--- config.mk ---
export PLATFORM = sky130hd
export DESIGN_NAME = seq_edge_count_multi
export DESIGN_NICKNAME = d
export VERILOG_FILES = /design/src/rtl/seq_edge_pkg.sv /design/src/rtl/seq_edge_count_multi_popcount.sv /design/src/rtl/seq_edge_count_multi.sv
export SDC_FILE = /design/constraint.sdc
export NUM_CORES = 1
export LEC_CHECK = 0
export CORE_MARGIN = 2
export CORE_UTILIZATION = 51
export CTS_BUF_LIST = sky130_fd_sc_hd__clkbuf_16
export DETAILED_ROUTE_END_ITERATION = 12
export HOLD_SLACK_MARGIN = 0.05
export PLACE_DENSITY = 0.79
export SYNTH_ARGS = -nofsm -noshare
export SYNTH_HDL_FRONTEND = slang
export SYNTH_SLANG_ARGS = --single-unit
--- constraint.sdc ---
create_clock -name clk -period 7.1 [get_ports clk]
set_input_delay 1.42 -clock clk [delete_from_list [all_inputs] [get_ports clk]]
set_output_delay 1.42 -clock clk [all_outputs]
set_load 0.01 [all_outputs]
--- src/rtl/seq_edge_pkg.sv ---
// Shared definitions for the edge-counter family.
//   edge_mode_e  : run-time edge selection (any / rising / falling / none)
//   edge_sel_bit : per-bit edge detect for the selected mode
package seq_edge_pkg;

  typedef enum logic [1:0] {
    EDGE_ANY  = 2'b00,
    EDGE_RISE = 2'b01,
    EDGE_FALL = 2'b10,
    EDGE_NONE = 2'b11
  } edge_mode_e;

  // Applied bit by bit so that callers of any width can use it without
  // a width-parameterised function.
  function automatic logic edge_sel_bit(edge_mode_e m, logic cur, logic prv);
    logic r;
    r = 1'b0;
    case (m)
      EDGE_ANY:  r = cur ^ prv;
      EDGE_RISE: r = cur & ~prv;
      EDGE_FALL: r = ~cur & prv;
      default:   r = 1'b0;
    endcase
    return r;
  endfunction

endpackage

--- src/rtl/seq_edge_count_multi_popcount.sv ---
// Combinational population count.
//   in_i    [WIDTH-1:0]           : vector to count
//   count_o [$clog2(WIDTH+1)-1:0] : number of set bits in in_i
module popcount #(
  parameter int unsigned WIDTH = 8
) (
  input  logic [WIDTH-1:0]             in_i,
  output logic [$clog2(WIDTH+1)-1:0]   count_o
);

  localparam int unsigned OUT_W = $clog2(WIDTH + 1);

  logic [OUT_W-1:0] acc;

  always_comb begin
    acc = '0;
    for (int unsigned i = 0; i < WIDTH; i++) begin
      acc = acc + OUT_W'(in_i[i]);
    end
  end

  assign count_o = acc;

endmodule

--- src/rtl/seq_edge_count_multi.sv ---
// Multi-bit edge counter with run-time edge selection.
//   clk    : clock, rising edge
//   reset  : synchronous active-high reset
//   clear  : synchronous clear, same effect as reset
//   en     : counting enable
//   mode   : 00 any, 01 rising, 10 falling, 11 none
//   in_    : monitored vector
//   thresh : threshold for hit
//   count  : registered accumulated edge count (wraps or saturates)
//   hit    : registered sticky flag, set once count reaches thresh
module seq_edge_count_multi
  import seq_edge_pkg::*;
#(
  parameter int unsigned WIDTH    = 8,
  parameter int unsigned CNT_W    = 8,
  parameter bit          SATURATE = 1'b0
) (
  input  logic             clk,
  input  logic             reset,
  input  logic             clear,
  input  logic             en,
  input  logic [1:0]       mode,
  input  logic [WIDTH-1:0] in_,
  input  logic [CNT_W-1:0] thresh,
  output logic [CNT_W-1:0] count,
  output logic             hit
);

  localparam int unsigned PC_W = $clog2(WIDTH + 1);

  logic [WIDTH-1:0] prev_q, prev_d;
  logic [CNT_W-1:0] count_q, count_d;
  logic             hit_q, hit_d;

  logic [WIDTH-1:0] sel;
  logic [PC_W-1:0]  n;
  logic [CNT_W:0]   sum;
  edge_mode_e       mode_e;

  assign mode_e = edge_mode_e'(mode);

  always_comb begin
    sel = '0;
    for (int unsigned i = 0; i < WIDTH; i++) begin
      sel[i] = edge_sel_bit(mode_e, in_[i], prev_q[i]);
    end
  end

  popcount #(.WIDTH(WIDTH)) u_popcount (
    .in_i    (sel),
    .count_o (n)
  );

  // One extra bit so the saturating clamp can see the carry out.
  assign sum = {1'b0, count_q} + (CNT_W + 1)'(n);

  always_comb begin
    prev_d  = in_;
    count_d = count_q;
    if (en) begin
      if (SATURATE) begin
        count_d = sum[CNT_W] ? '1 : sum[CNT_W-1:0];
      end else begin
        count_d = sum[CNT_W-1:0];
      end
    end
    hit_d = hit_q | (count_d >= thresh);
  end

  always_ff @(posedge clk) begin
    if (reset || clear) begin
      prev_q  <= '0;
      count_q <= '0;
      hit_q   <= 1'b0;
    end else begin
      prev_q  <= prev_d;
      count_q <= count_d;
      hit_q   <= hit_d;
    end
  end

  assign count = count_q;
  assign hit   = hit_q;

endmodule

==> run_results.csv, run 1 <==
group,metric,value,unit
run_status,status,"finished with violations",
run_status,violations,"design-rule violations",
drt,viasPerCell,5.229,
synth,synth_area,0.001525,mm²
clock_network,clock-sinks,17,
power,netSwitchingFraction,0.2951,
drt,postRouteWirelength,3086,µm
global_routing,grt_pass1_vias,1329,
layout,final_cell_mix,"inv_1, ha_1, clkdlybuf4s50_1",
power,pwr-share-clk,0.330,
floorplanning,io_pins,31,
clock_network,cts_buffers,3,
sta,rsz0062_at_grt,"false",
sta,finalClockSkew,0.002144,ns
drt,drt_iter0_drc,55,
critical_path,crit_buf_inv,4,
clock_network,cts_repair_resize_count,0,
critical_path,r2r-end,"hit",
critical_path,reg2reg_from,"prev_q[0]",
floorplanning,start_util,0.5437,
placed_design,hpwl,2480,µm
global_routing,grt_usage,0.2102,
critical_path,worstRegToRegCells,21,
synth,synth_cell_types,36,
critical_path,path_cells,"clkdlybuf4s50_1 -> inv_1 -> ha_1 -> nor2_1 -> a21oi_1 -> o21ai_0 -> ha_1 -> inv_1 -> fa_1 -> fa_1 -> fa_1 -> fa_1 -> inv_1 -> ha_1 -> a211o_1 -> a21oi_1 -> or3_4 -> nand2_1 -> ha_1 -> a211oi_1 -> nand2_1 -> a31o_2 -> o311a_1",
sta,hold_slack,0.5496,ns
critical_path,setup.worst_path.start_class,"input pin",
placed_design,port-buffer-count,30,
power,powerDensity,173.9,mW/mm²
job,drv_cap,0,
drt,wl_per_cell,12.60,µm
layout,diodes,0,
sta,fin_crit_sh,0.9496,
global_routing,grt_overflow,0,
sta,worst_pin_slew,0.4229,ns
critical_path,cp.required,7.24,ns
layout,area_delta_synth_final,27.24,%
synth,yosys_register_bits,17,
critical_path,critical_path_class,"input pin to register",
drt,drcViolationCount,1,
critical_path,cpPeakStageDelay,0.52,ns
clock_network,post-cts-setup-buffers,0,
drt,dr.pass1.iters,8,
critical_path,critical_path.top_delay_family,"adder cells",
sta,finalSetupViolations,0,
layout,fin_nets,273,
floorplanning,rows,19,
hold_path,hold_path_class,"register to register",
critical_path,slowest_stage,"fa_1",
placed_design,place_congestion,0.7714,
clock_network,cts-root-buf,"clkbuf_16",
sta,slew_violations,0,
critical_path,r2r_setup_slack,1.76,ns
critical_path,startpoint,"in_[0]",
sta,period_needed,6.742,ns
synth,netlist_instances,182,
drt,detail-route-antenna-nets,0,
synth,ys_seq_area_frac,0.2231,
sta,max_freq,148.3,MHz
floorplanning,dieArea,0.003444,mm²
clock_network,cts_buffer_depth,2,
power,leakagePower,0.9655,nW
clock_network,worstSkewPairLatency,0.25,ns
clock_network,cts_tree,"built",
power,p_switching,0.09957,mW
sta,hold_viol_final,0,
power,internal_power,0.2378,mW
critical_path,path_depth,23,
layout,drive_gt1_frac,0.07009,
clock_network,cts.htree.levels,1,
global_routing,antenna_found_initial,0,
synth,synth_area_per_cell,8.380,µm²
clock_network,hold_buffers,0,
critical_path,cp-endpoint,"hit",
synth,yosys_warnings,0,
critical_path,timing.critical_path.arrival,6.88,ns
power,pwr-share-comb,0.365,
drt,num_vias,1281,
sta,layout_setup_ws,0.3579,ns
sta,fin_tns_setup,0,ns
critical_path,worstPathMaxFanout,3,
floorplanning,die_w,58.69,µm
layout,mostFrequentLayoutCell,"inv_1",
floorplanning,core-area,0.002805,mm²
power,ir_worst_vdd,0.0001014,V
critical_path,end_kind,"register",
clock_network,clk_pin_slew,0.05,ns
global_routing,grt_first_pass_wirelength,5568,µm
sta,slew_headroom,0.7172,
power,sequentialPowerShare,0.305,
synth,synthesis.nets,240,
placed_design,dp_slack,0.1023,ns
global_routing,grt_max_degree,14,
floorplanning,die_h,58.69,µm
==> worst min-delay path: cells and delay by family (launching register included) <==
| kind | cells | cell delay (ns) |
|---|---|---|
| flops | 1 | 0.32 |
| compound gates | 2 | 0.18 |
==> power groups by stage <==
stage	logic (mW)	registers, mW	clock network (mW)
detailed placement	0.123	0.105	0
finish	0.123	0.103	0.111
CTS	0.125	0.103	0.114
floorplan	0.0879	0.105	0
global placement	0.119	0.105	0
global route	0.141	0.104	0.117
==> cells in the mapped netlist <==
master	count	share of area
a31o_2	1	0.0057
and2_1	5	0.021
dfxtp_1	17	0.22
a31oi_1	1	0.0041
xor2_1	3	0.017
nand3_1	4	0.013
buf_2	2	0.0066
a21boi_1	1	0.0049
a211o_1	1	0.0057
o22ai_1	1	0.0041
ha_1	31	0.25
nand2b_4	1	0.0090
o21a_1	2	0.0098
inv_1	31	0.076
a21oi_2	3	0.017
clkbuf_1	2	0.0049
or3_4	1	0.0074
nand2b_1	1	0.0041
fa_1	5	0.066
nand2_1	6	0.015
nor2_1	23	0.057
mux2i_1	3	0.020
mux2_2	1	0.0074
nor3_1	2	0.0066
nor2b_1	3	0.012
xnor2_1	2	0.011
or2_2	1	0.0041
o311a_1	1	0.0066
a211oi_1	1	0.0049
a2111oi_2	1	0.0098
o21ai_0	4	0.013
a21oi_1	15	0.049
nand4_1	2	0.0082
o32a_1	1	0.0066
buf_4	1	0.0049
nand3b_1	2	0.0098
==> through the flow <==
| stage | instances | cell area, µm² | total power [mW] | utilization |
|---|---|---|---|---|
| 2_1_floorplan | 182 | 1525 | 0.1932 | - |
| 3_3_place_gp | 241 | 1862 | 0.2241 | 0.6637 |
| 6_report | 245 | 1941 | 0.3374 | 0.6918 |
| 5_1_grt | 245 | 1941 | 0.3622 | 0.6918 |
| 4_1_cts | 245 | 1941 | 0.3425 | 0.6918 |
| 3_5_place_dp | 241 | 1862 | 0.2281 | 0.6637 |
==> cell type report <==
cell class                      count  area (µm²)
Sequential cell                    17       340.3
Inverter                           31       116.4
Clock buffer                        3       75.07
Multi-Input combinational cell    129        1044
Clock inverter                      1       3.754
Fill cell                         223       864.6
Timing Repair Buffer               33       322.8
Tap cell                           31       38.79
==> logic make-up after synthesis <==
| logic type | Yosys count | synth area share |
|---|---|---|
| adder cells (fa/ha/maj) | 36 | 0.3199 |
| AND/OR/NAND/NOR | 51 | 0.1665 |
| XOR/XNOR | 5 | 0.02872 |
| multiplexers | 4 | 0.02707 |
| AO/OA/AOI/OAI | 33 | 0.1419 |
| flip-flops | 17 | 0.2231 |
| buffers and inverters | 36 | 0.09270 |
==> worst min-delay path by stage <==
stage,cells past startpoint,slack (ns),start,endpoint
floorplan,2,0.53,count[3],count[3]
global placement,2,0.53,count[3],count[3]
detailed placement,2,0.54,count[7],count[7]
CTS,2,0.55,count[7],count[7]
global route,2,0.58,count[7],count[7]
finish,2,0.55,count[7],count[7]
==> routing by layer <==
metal / share of wire / track usage
met5: 0 / 0
met3: 0.032 / 0.03516
met1: 0.45 / 0.2466
met2: 0.50 / 0.3756
met4: 0.023 / 0.09091
==> flip-flops by register name (all words and copies together) (netlist names) <==
| register | count |
|---|---|
| count | 8 |
| hit | 1 |
| prev_q | 8 |
(Power assumes the default switching activity.)
==> run 2: changes to the inputs <==
SKIP_LAST_GASP = 1   (was unset)
==> results of run 2 <==
Final layout, timing and power as in run 1 (identical DEF).
==> run 3: changes to the inputs <==
--- a/config.mk
+++ b/config.mk
@@ -10,2 +10,3 @@
 export CTS_BUF_LIST = sky130_fd_sc_hd__clkbuf_16
+export CTS_CLUSTER_DIAMETER = 60
 export DETAILED_ROUTE_END_ITERATION = 12
@@ -17 +18,2 @@
 export SYNTH_SLANG_ARGS = --single-unit
+export TNS_END_PERCENT = 10
==> constraint.sdc (replaced) <==
create_clock -name clk -period 7.1 [get_ports clk]
set_input_delay 1.775 -clock clk [delete_from_list [all_inputs] [get_ports clk]]
set_output_delay 1.775 -clock clk [all_outputs]
set_load 0.01 [all_outputs]
==> run_results.csv, run 3 (synthesis gave the netlist of run 1 again) <==
group,metric,value,unit
hold_path,hold_path_class,"register to register",
critical_path,worstPathMaxFanout,3,
layout,post-route-cell-area,0.002047,mm²
global_routing,grt_max_degree,14,
run_status,violations,"design-rule violations",
drt,viasPerCell,5.361,
drt,drt_iter0_drc,74,
sta,rsz0062_at_grt,"false",
layout,fin_util,0.7297,
floorplanning,die_h,58.69,µm
sta,max_freq,146.6,MHz
sta,slew_violations,0,
floorplanning,start_util,0.5437,
drt,dr.pass1.iters,8,
floorplanning,core-area,0.002805,mm²
global_routing,grt_first_pass_wirelength,5747,µm
sta,period_needed,6.822,ns
clock_network,clk_pin_slew,0.05,ns
placed_design,port-buffer-count,30,
critical_path,timing.critical_path.arrival,6.95,ns
clock_network,worstSkewPairLatency,0.25,ns
placed_design,place_area,0.001937,mm²
global_routing,grt_pass1_vias,1382,
clock_network,cts_buffer_depth,2,
sta,fin_crit_sh,0.9609,
sta,layout_setup_ws,0.2779,ns
clock_network,hold_buffers,0,
layout,mostFrequentLayoutCell,"inv_1",
floorplanning,die_w,58.69,µm
sta,hold_slack,0.5629,ns
power,leakagePower,1.016,nW
global_routing,grt_overflow,0,
layout,area_delta_synth_final,34.21,%
drt,drcViolationCount,1,
layout,drive_gt1_frac,0.1295,
placed_design,dpl.cell_count,251,
critical_path,end_kind,"register",
clock_network,cts-root-buf,"clkbuf_16",
layout,diodes,0,
global_routing,grt_usage,0.2132,
layout,final_cell_mix,"inv_1, ha_1, clkdlybuf4s50_1",
sta,slew_headroom,0.6952,
job,drv_cap,0,
run_status,status,"finished with violations",
layout,fin_nets,283,
drt,wl_per_cell,13.13,µm
layout,fin_cells,255,
layout,fill_cells,215,
placed_design,place_congestion,0.8181,
power,powerDensity,175.6,mW/mm²
clock_network,cts_tree,"built",
critical_path,setup.worst_path.start_class,"input pin",
drt,postRouteWirelength,3347,µm
floorplanning,dieArea,0.003444,mm²
clock_network,cts_buffers,3,
drt,detail-route-antenna-nets,0,
drt,num_vias,1367,
floorplanning,io_pins,31,
clock_network,clock-sinks,17,
clock_network,cts.htree.levels,1,
sta,finalClockSkew,0.004054,ns
power,power,0.3595,mW
critical_path,cp.required,7.23,ns
global_routing,antenna_found_initial,0,
placed_design,dp_slack,-0.2235,ns
sta,hold_viol_final,0,
sta,fin_tns_setup,0,ns
placed_design,hpwl,2613,µm
critical_path,critical_path_class,"input pin to register",
floorplanning,rows,19,
sta,finalSetupViolations,0,
power,ir_worst_vdd,0.0001812,V
sta,worst_pin_slew,0.4558,ns
run 3: cell count changes in the layout (fill, tap and decap cells not counted), sizes merged:
| cell | before | now |
|---|---|---|
| buf | 3 | 13 |
run 3: repair_timing:
| item | 4_1_cts | 5_1_grt |
|---|---|---|
| endpoints found under the hold margin | 0 | 0 |
| endpoints found under the setup margin | 1 | 1 |
| buffers inserted | 0 | 0 |
| pin swaps | 0 | 4 |
| resized for setup | 1 | 5 |
run 3: power by group:
group / leakage [nW] / internal [mW] / total, mW / switching (mW)
combinational: 0.835 / 0.0772 / 0.145 / 0.0677
sequential: 0.138 / 0.0996 / 0.103 / 0.00325
clock: 0.0423 / 0.0748 / 0.112 / 0.0369
run 3: path summary, 6_finish.rpt:
check | startpoint | to | slack [ns] | cells past startpoint
max | in_[0] | hit | 0.28 | 23
min | count[3] | count[3] | 0.56 | 2
max reg2reg | prev_q[0] | hit | 2.04 | 21
min reg2reg | count[3] | count[3] | 0.56 | 2
run 3: worst max-delay path: stages:
cell             delay, ns
clkdlybuf4s50_1       0.49
inv_1                 0.06
ha_1                  0.28
nor2_1                0.04
a21oi_1               0.11
o21ai_0               0.09
ha_1                  0.29
inv_1                 0.06
fa_1                  0.55
fa_1                  0.43
fa_2                  0.36
fa_1                  0.49
inv_1                 0.06
ha_1                  0.29
buf_4                 0.12
a21oi_4               0.06
nor2b_1               0.14
o32a_1                0.19
nand3_1               0.08
ha_1                  0.22
a2111oi_2             0.36
nor3_1                0.11
o311a_1               0.30
run 3: cell type report:
cell class                 instances  area, µm²  share of cell area
multi-input combinational        129       1075              0.5251
inverter                          31      116.4             0.05685
clock inverter                     1      3.754            0.001834
clock buffer                       3      75.07             0.03667
timing repair buffer              43      397.9              0.1944
tap                               31      38.79             0.01895
sequential                        17      340.3              0.1663
run 3: metal layers:
metal	wire length [µm]	GRT usage
met5	0	0
met3	133	0.05275
met4	52	0.06494
met2	1750	0.3900
met1	1410	0.2432
